$ cat src/rtl/snes_wr_capture_pkg.sv
// Shared SNES B-bus definitions for the write-capture receiver and boot-ROM responder.
// Latency: none (constants, types and a combinational helper only).
// Backpressure: not applicable.
`timescale 1ns/1ps
package snes_wr_capture_pkg;

  // B-bus low address bytes of the $21FC/$21FD/$21FE ports
  localparam logic [7:0] BBUS_PORT_DATA = 8'hFC;
  localparam logic [7:0] BBUS_PORT_CTRL = 8'hFD;
  localparam logic [7:0] BBUS_PORT_STAT = 8'hFE;

  // Control port bit positions
  localparam int CTRL_FLUSH_BIT    = 0;
  localparam int CTRL_DOORBELL_BIT = 1;

  // Status port bit position of the sticky overflow flag
  localparam int STAT_OVF_BIT = 7;

  // One captured B-bus write cycle
  typedef struct packed {
    logic [7:0] addr;
    logic [7:0] data;
  } bus_cap_t;

  // Status byte: overflow in the top bit, FIFO fill level in the low five bits
  function automatic logic [7:0] status_byte(input logic ovf, input logic [4:0] cnt);
    logic [7:0] s;
    s               = '0;
    s[4:0]          = cnt;
    s[STAT_OVF_BIT] = ovf;
    return s;
  endfunction

endpackage

$ cat src/rtl/snes_rx_fifo.sv
// Synchronous show-ahead FIFO with push, pop, flush, fill count and full flag.
// Latency: push visible at the read port the cycle after the write edge; head is combinational.
// Backpressure: push is refused when full unless a pop happens in the same cycle; flush beats pop.
`timescale 1ns/1ps
module snes_rx_fifo #(
  parameter int DEPTH = 16,
  parameter int WIDTH = 8
) (
  input  logic                       clk,
  input  logic                       rst_n,
  input  logic                       push,
  input  logic [WIDTH-1:0]           push_data,
  input  logic                       pop,
  input  logic                       flush,
  output logic [WIDTH-1:0]           rd_data,
  output logic [$clog2(DEPTH):0]     count,
  output logic                       full,
  output logic                       empty
);

  localparam int AW = $clog2(DEPTH);
  localparam int CW = AW + 1;

  logic [WIDTH-1:0] mem [DEPTH];
  logic [AW-1:0]    wr_ptr;
  logic [AW-1:0]    rd_ptr;
  logic [CW-1:0]    cnt;
  logic             push_ok;
  logic             pop_ok;

  // A full FIFO still takes a push when the head leaves in the same cycle
  assign full    = (cnt == CW'(DEPTH));
  assign empty   = (cnt == '0);
  assign pop_ok  = pop & ~empty;
  assign push_ok = push & (~full | pop_ok);
  assign count   = cnt;
  assign rd_data = mem[rd_ptr];

  // Storage array, written at the push edge; no reset needed since reads are gated by count
  always_ff @(posedge clk) begin
    if (push_ok && !flush) begin
      mem[wr_ptr] <= push_data;
    end
  end

  // Pointers and fill count; flush returns everything to the empty state
  always_ff @(posedge clk or negedge rst_n) begin
    if (!rst_n) begin
      wr_ptr <= '0;
      rd_ptr <= '0;
      cnt    <= '0;
    end else if (flush) begin
      wr_ptr <= '0;
      rd_ptr <= '0;
      cnt    <= '0;
    end else begin
      if (push_ok) wr_ptr <= wr_ptr + AW'(1);
      if (pop_ok)  rd_ptr <= rd_ptr + AW'(1);
      case ({push_ok, pop_ok})
        2'b10:   cnt <= cnt + CW'(1);
        2'b01:   cnt <= cnt - CW'(1);
        default: cnt <= cnt;
      endcase
    end
  end

endmodule

$ cat src/rtl/snes_wr_capture.sv
// SNES B-bus write-port receiver: filters PAWR_n strobes, queues data-port bytes, decodes control, serves status.
// Latency: PAWR_n rise commits 3-4 clk edges later; m_valid and doorbell follow the commit by one cycle.
// Backpressure: host drains via m_valid/m_ready; a data write arriving at a full FIFO is dropped and sets overflow.
`timescale 1ns/1ps
module snes_wr_capture
  import snes_wr_capture_pkg::*;
#(
  parameter logic [7:0] PORT_DATA  = BBUS_PORT_DATA,
  parameter logic [7:0] PORT_CTRL  = BBUS_PORT_CTRL,
  parameter logic [7:0] PORT_STAT  = BBUS_PORT_STAT,
  parameter int         FIFO_DEPTH = 16
) (
  input  logic       clk,
  input  logic       rst_n,
  input  logic [7:0] addr,
  input  logic [7:0] data_in,
  input  logic       PAWR_n,
  input  logic       PARD_n,
  output logic [7:0] data_out,
  output logic       data_oe,
  output logic [7:0] m_data,
  output logic       m_valid,
  input  logic       m_ready,
  output logic       doorbell,
  output logic       overflow
);

  localparam int CW = $clog2(FIFO_DEPTH) + 1;

  logic [2:0]    pawr_sync;
  logic          pawr_s;
  logic          pawr_d;
  logic [7:0]    addr_sync1, addr_sync2;
  logic [7:0]    data_sync1, data_sync2;
  bus_cap_t      cap;
  logic          armed;
  logic          commit;
  logic          hit_data;
  logic          hit_ctrl;
  logic          do_flush;
  logic          do_ring;
  logic          pop;
  logic [7:0]    fifo_head;
  logic [CW-1:0] fifo_count;
  logic          fifo_full;
  logic          fifo_empty;

  // Strobe synchronizer; the third stage gives a delayed copy for edge and level detection
  always_ff @(posedge clk or negedge rst_n) begin
    if (!rst_n) pawr_sync <= 3'b111;
    else        pawr_sync <= {pawr_sync[1:0], PAWR_n};
  end

  assign pawr_s = pawr_sync[1];
  assign pawr_d = pawr_sync[2];

  // Address and data bus synchronizers, aligned with the strobe's second stage
  always_ff @(posedge clk or negedge rst_n) begin
    if (!rst_n) begin
      addr_sync1 <= 8'hFF;
      addr_sync2 <= 8'hFF;
      data_sync1 <= 8'hFF;
      data_sync2 <= 8'hFF;
    end else begin
      addr_sync1 <= addr;
      addr_sync2 <= addr_sync1;
      data_sync1 <= data_in;
      data_sync2 <= data_sync1;
    end
  end

  // Track the bus while the strobe has been low for two samples; a shorter pulse never arms a commit
  always_ff @(posedge clk or negedge rst_n) begin
    if (!rst_n) begin
      cap   <= '0;
      armed <= 1'b0;
    end else if (!pawr_s && !pawr_d) begin
      cap   <= '{addr: addr_sync2, data: data_sync2};
      armed <= 1'b1;
    end else if (pawr_s && !pawr_d) begin
      armed <= 1'b0;
    end
  end

  assign commit   = pawr_s & ~pawr_d & armed;
  assign hit_data = commit & (cap.addr == PORT_DATA);
  assign hit_ctrl = commit & (cap.addr == PORT_CTRL);
  assign do_flush = hit_ctrl & cap.data[CTRL_FLUSH_BIT];
  assign do_ring  = hit_ctrl & cap.data[CTRL_DOORBELL_BIT];
  assign pop      = m_valid & m_ready;

  snes_rx_fifo #(
    .DEPTH (FIFO_DEPTH),
    .WIDTH (8)
  ) u_fifo (
    .clk       (clk),
    .rst_n     (rst_n),
    .push      (hit_data),
    .push_data (cap.data),
    .pop       (pop),
    .flush     (do_flush),
    .rd_data   (fifo_head),
    .count     (fifo_count),
    .full      (fifo_full),
    .empty     (fifo_empty)
  );

  assign m_valid = ~fifo_empty;
  assign m_data  = m_valid ? fifo_head : 8'h00;

  // Doorbell pulse one cycle after a control commit; flush on the same write still clears the FIFO first
  always_ff @(posedge clk or negedge rst_n) begin
    if (!rst_n) doorbell <= 1'b0;
    else        doorbell <= do_ring;
  end

  // Sticky overflow: set when a data byte is refused, cleared only by flush or reset
  always_ff @(posedge clk or negedge rst_n) begin
    if (!rst_n)                            overflow <= 1'b0;
    else if (do_flush)                     overflow <= 1'b0;
    else if (hit_data && fifo_full && !pop) overflow <= 1'b1;
  end

  // Status read decode works on raw pins so the byte is on the bus within the SNES read window
  assign data_oe  = ~PARD_n & (addr == PORT_STAT);
  assign data_out = data_oe ? status_byte(overflow, 5'(fifo_count)) : 8'h00;

endmodule

$ cat config.mk
export PLATFORM = sky130hd
export DESIGN_NAME = snes_wr_capture
export DESIGN_NICKNAME = d
export VERILOG_FILES = /design/src/rtl/snes_wr_capture_pkg.sv /design/src/rtl/snes_rx_fifo.sv /design/src/rtl/snes_wr_capture.sv
export SDC_FILE = /design/constraint.sdc
export NUM_CORES = 1
export LEC_CHECK = 0
export CORE_ASPECT_RATIO = 0.9
export CORE_MARGIN = 10
export CORE_UTILIZATION = 62
export CTS_BUF_LIST = sky130_fd_sc_hd__clkbuf_16
export DETAILED_ROUTE_END_ITERATION = 10
export PLACE_DENSITY = 0.87
export SYNTH_ARGS = -nofsm -noshare
export SYNTH_HDL_FRONTEND = slang
export SYNTH_SLANG_ARGS = --single-unit
$ cat constraint.sdc
create_clock -name clk -period 4.9 [get_ports clk]
set_input_delay 0.98 -clock clk [delete_from_list [all_inputs] [get_ports clk]]
set_output_delay 0.98 -clock clk [all_outputs]
set_load 0.005 [all_outputs]
# After elaboration in Yosys (flattened, before gate mapping)
# Memories as Yosys holds them, arrays and structs flattened.
# Index checks and enable logic that the tools add are counted.
# Widths: inputs -> output; s select.
totals:
  word_cells: 68
  memories: 1
  register_bits: 67
  ramBits: 128
  output_inout_bits: 20
  input_bits: 21
op_classes:
  n_mux: 14
  n_eq_ne: 6
  bitwise_logic: 15
  n_reduce_logical: 15
  add_sub_neg: 4
mem_list:
  columns: ["name", "depth", "width", "read_ports", "rd_ports_with_merged_regs", "write_ports", "line_no", "source"]
  rows:
  - ["u_fifo.mem", 16, 8, 1, 0, 1, "snes_rx_fifo.sv:24", "logic [WIDTH-1:0] mem [DEPTH];"]
op_table:
  columns: ["cell", "n"]
  rows:
  - ["$eq 8x8->1 const B", 3]
  - ["$mux 4", 4]
  - ["$mux 8", 2]
  - ["$and 1x1->1", 10]
  - ["$pmux 5 s2", 1]
  - ["$add 4x1->4 const B", 2]
  - ["$reduce_bool 2->1", 4]
  - ["$mux 1", 6]
  - ["$add 5x1->5 const B", 1]
  - ["$eq 5x5->1 const B", 1]
  - ["$logic_and 1x1->1", 5]
  - ["$logic_not 5->1", 1]
  - ["$mux 5", 1]
  - ["$sub 5x1->5 const B", 1]
  - ["$logic_not 1->1", 4]
  - ["$not 1->1", 4]
  - ["$reduce_bool 3->1", 1]
  - ["$eq 2x1->1 const B", 1]
  - ["$eq 2x2->1 const B", 1]
  - ["$or 1x1->1", 1]

# Depth between registers and ports, before layout
logic_depth:
  ltp_word: 9
  ltp_mapped: 11
  depth_no_buf: 10

# By module
# Synthesis repeated with hierarchy kept, for this count alone.
hier_totals:
  cells_unflattened: 399
  hier_area_um2: 7642.3
by_module_without_submodules:
  columns: ["module", "n_inst", "area_each_um2", "cells_each"]
  rows:
  - ["snes_rx_fifo", 1, 5791.8, 291]
  - ["snes_wr_capture", 1, 1850.5, 108]

# Worst setup path after synthesis
# Ideal clock, no wire load.
synth_path:
  path_type: "reg2out"
  from: "register u_fifo.rd_ptr[0]"
  to: "output port m_data[0]"
  arrival_time_ns: 2.110
  slack_ns: 1.810
  t_required_ns: 3.920
  stages_incl_launch_ff: 6
  cell_sequence: "dfrtp_1 clkbuf_1 buf_2 mux4_2 mux4_2 and2_1"
synth_between:
  elab_chain_cells: 2
synth_rtl:
  columns: ["item", "line_no", "source"]
  rows:
  - ["from (decl)", "snes_rx_fifo.sv:26", "logic [AW-1:0] rd_ptr;"]
  - ["from (signal assigned)", "snes_rx_fifo.sv:58", "if (pop_ok) rd_ptr <= rd_ptr + AW'(1);"]
  - ["$mem_v2 16x8", null, null]
  - ["$mux 8", "snes_wr_capture.sv:109", "assign m_data = m_valid ? fifo_head : 8'h00;"]
  - ["to (decl)", "snes_wr_capture.sv:21", "output logic [7:0] m_data,"]
# No other way between the ends.

# Worst setup path in the final report
layout_path:
  from: "register u_fifo.rd_ptr[0]"
  to: "output port m_data[6]"
# The elaborated chain is that of the path after synthesis.

==> results.cfg <==
[floorplan]
rows = 38
core_area_um2 = 11980
fp.dieArea_um2 = 17000
top_level_ports = 41
die_h_um = 124.7
start_util_pct = 63.04
die_w_um = 136.3

[pwr]
cellPowerDensity_nw_per_um2 = 502.1
p_leak_nw = 3.060
p_sw_w = 0.001160
clock_power_share_pct = 29.4
pwr-share-comb_pct = 23.6
peakVddDrop_mv = 0.3368
p_int_w = 0.003205
switching_share_pct = 26.57
pwr-share-seq_pct = 47.0

[critical_path]
crit_arrival_ns = 3.13
required_ns = 3.92
crit_slowest_cell = dfrtp_2
crit_chain = buf_4 -> mux4_2 -> mux4_2 -> and2_1 -> clkdlybuf4s50_1
path_class = reg2out
path_max_fanout = 15
start_kind = flip-flop
worst_setup_path_end_kind = output port
crit_path_max_incr_delay_ns = 0.68
crit_top_cell = mux4_2

[clock_tree]
post_cts_buffers = 0
cts_buffer_depth = 2
cts.repair.resized = 0
cts.sinks = 195
cts_hold_buffers = 0
clk_pin_slew_ns = 0.07
cts_tree = yes
root_buffer = clkbuf_16
clock_latency_ns = 0.42
numCtsBuffers = 17
htreeDepth = 4

[global_routing]
grt_start_max_net_pins = 57
first_global_vias = 3999
grt_overflow_total = 0
antenna_found_initial = 1
grt_pass1_wl_um = 22560
grt_use_total_pct = 17.53

[run]
drv_cap = 0

[timing]
period_share_pct = 83.91
hold_ws_ns = 0.3525
finClkSkew_ns = 0.007870
fin_setup_tns_ns = 0
slew_headroom_pct = 40.86
maxSlewViolCount = 0
hold_viol_final = 0
rsz0062_at_grt = false
tightestPinTransition_ns = 0.8838
fmax_ghz = 0.2432
finalSetupViolCount = 0
worst_slack_ns = 0.7885
period_needed_ns = 4.112

[routing]
drt_iter0_drc = 357
dr.pass1.iters = 5
detail-route-antenna-nets = 0
wirelength_um = 14010
post_drt_wl_per_cell_um = 22.27
route.vias.total = 3800
routed_via_density = 6.041
drc = 0

[synth]
synth.avg_cell_area_um2 = 18.74
syn_area_um2 = 7553
ys_warn_count = 0
ys_seq_elements = 195
ys_seq_area_share_pct = 73.66
synthCells = 403
synth_cell_types = 39

[finish]
mostFrequentLayoutCell = edfxtp_1
layout-drive-gt1-share_pct = 29.49
layout_common_cells = 128 x edfxtp_1, 40 x mux4_2, 37 x clkdlybuf4s50_1
final.fill_count = 715
fin_nets = 485
fin_util_pct = 72.56
synthToLayoutAreaGrowth_pct = 15.09

[placement]
gp_congestion = 0.7715
port_buffers = 38
dp_hpwl_um = 9131
pre_cts_slack_ns = 1.080

[status]
status = finished, final reports clean

[worst_hold_path]
hold_path.class = reg2reg
==> flip-flops by register name (all words and copies together), names as in the netlist, 3 cells and up <==
| register | cells |
|---|---|
| u_fifo.wr_ptr | 4 |
| cap | 16 |
| data_sync1 | 8 |
| addr_sync2 | 8 |
| u_fifo.rd_ptr | 4 |
| u_fifo.mem | 128 |
| addr_sync1 | 8 |
| u_fifo.count | 5 |
| pawr_sync | 3 |
| data_sync2 | 8 |
==> kinds of logic (layout without fill, tap and decap cells) <==
logic type      Yosys count  count (layout)  synth area share (%)
other cells               1               3               0.04965
compound gates           10              10                0.8449
xor+xnor                  8               8                0.9275
buf+inv                  26              90                 1.507
flops                   195             195                 73.66
mux                      61              61                 14.96
simple gates             93              93                 6.460
fa+ha+maj                 9               9                 1.590
==> cells in the mapped netlist (all sizes together) <==
cell,number,share of area [%]
clkbuf,9,0.45
mux2,15,2.2
mux4,40,12
or4,1,0.099
mux2i,6,0.80
conb,1,0.050
dfrtp,32,11
o21a,1,0.099
nand4b,3,0.55
nor2,29,1.4
and3,1,0.083
o2bb2ai,1,0.12
or2,1,0.083
or3,1,0.083
nand3b,1,0.099
fa,1,0.27
nand2,16,0.80
o21ai,2,0.13
xor2,4,0.46
ha,8,1.3
xnor2,4,0.46
nor4,5,0.50
inv,9,0.45
nand3,8,0.53
a32o,1,0.13
buf,8,0.61
and2,16,1.3
nor4b,1,0.12
nand4,2,0.17
edfxtp,128,51
a21oi,4,0.27
a21o,1,0.099
nor3,4,0.27
dfstp,35,12
nand2b,4,0.33
==> final cells by class <==
class	instances	area (um^2)	area share, %
diodes	1	2.502	0.02879
clock buffers	19	475.5	5.469
clock inverters	13	75.07	0.8636
inverters	9	33.78	0.3886
multi-input cells	183	1879	21.62
flip-flops and latches	195	5565	64.02
well taps	160	200.2	2.303
repair buffers	49	461.7	5.311
==> final timing paths <==
kind | start | cells past startpoint | slack (ns) | endpoint
setup / recovery | u_fifo.rd_ptr[0]$_DFFE_PN0P_ | 5 | 0.79 | m_data[6]
hold / removal | data_sync1[5]$_DFF_PN1_ | 0 | 0.35 | data_sync2[5]$_DFF_PN1_
setup reg to reg | pawr_sync[1]$_DFF_PN1_ | 10 | 1.72 | u_fifo.count[4]$_DFFE_PN0P_
hold reg to reg | data_sync1[5]$_DFF_PN1_ | 0 | 0.35 | data_sync2[5]$_DFF_PN1_
max in group asynchronous | rst_n | 2 | 3.55 | cap[2]$_DFFE_PN0P_
min in group asynchronous | rst_n | 1 | 0.42 | u_fifo.rd_ptr[3]$_DFFE_PN0P_
==> critical path: cells and delay by family, from the launching register on <==
family / cells / cell delay (ns)
simple gates: 1 / 0.17
buf+inv: 2 / 0.78
mux: 2 / 1.07
flops: 1 / 0.68
==> metal layers <==
layer,track usage [%],vias to the layer above,part of all wire [%]
met5,0,-,0
met4,6.888,0,2.0
met3,4.274,28,6.7
met2,27.29,184,51
met1,23.35,1958,40
li1,-,1630,-
==> power groups by stage <==
stage / Clock [W] / Sequential, W / Combinational [W]
after floorplan: 0 / 0.00197 / 0.000758
after detailed placement: 0 / 0.00209 / 0.00102
after global placement: 0 / 0.00207 / 0.000985
after global routing: 0.00136 / 0.00208 / 0.00110
final: 0.00128 / 0.00205 / 0.00103
after CTS: 0.00130 / 0.00205 / 0.00104
==> stage by stage <==
stage          std cells  cell area [um^2]  total power, W
2_1_floorplan        404              7557        0.002728
3_3_place_gp         595              8129        0.003056
3_5_place_dp         595              8129        0.003109
4_1_cts              627              8680        0.004389
5_1_grt              628              8691        0.004543
6_report             629              8693        0.004365
Note: power is estimated with default switching activity, not from simulation.
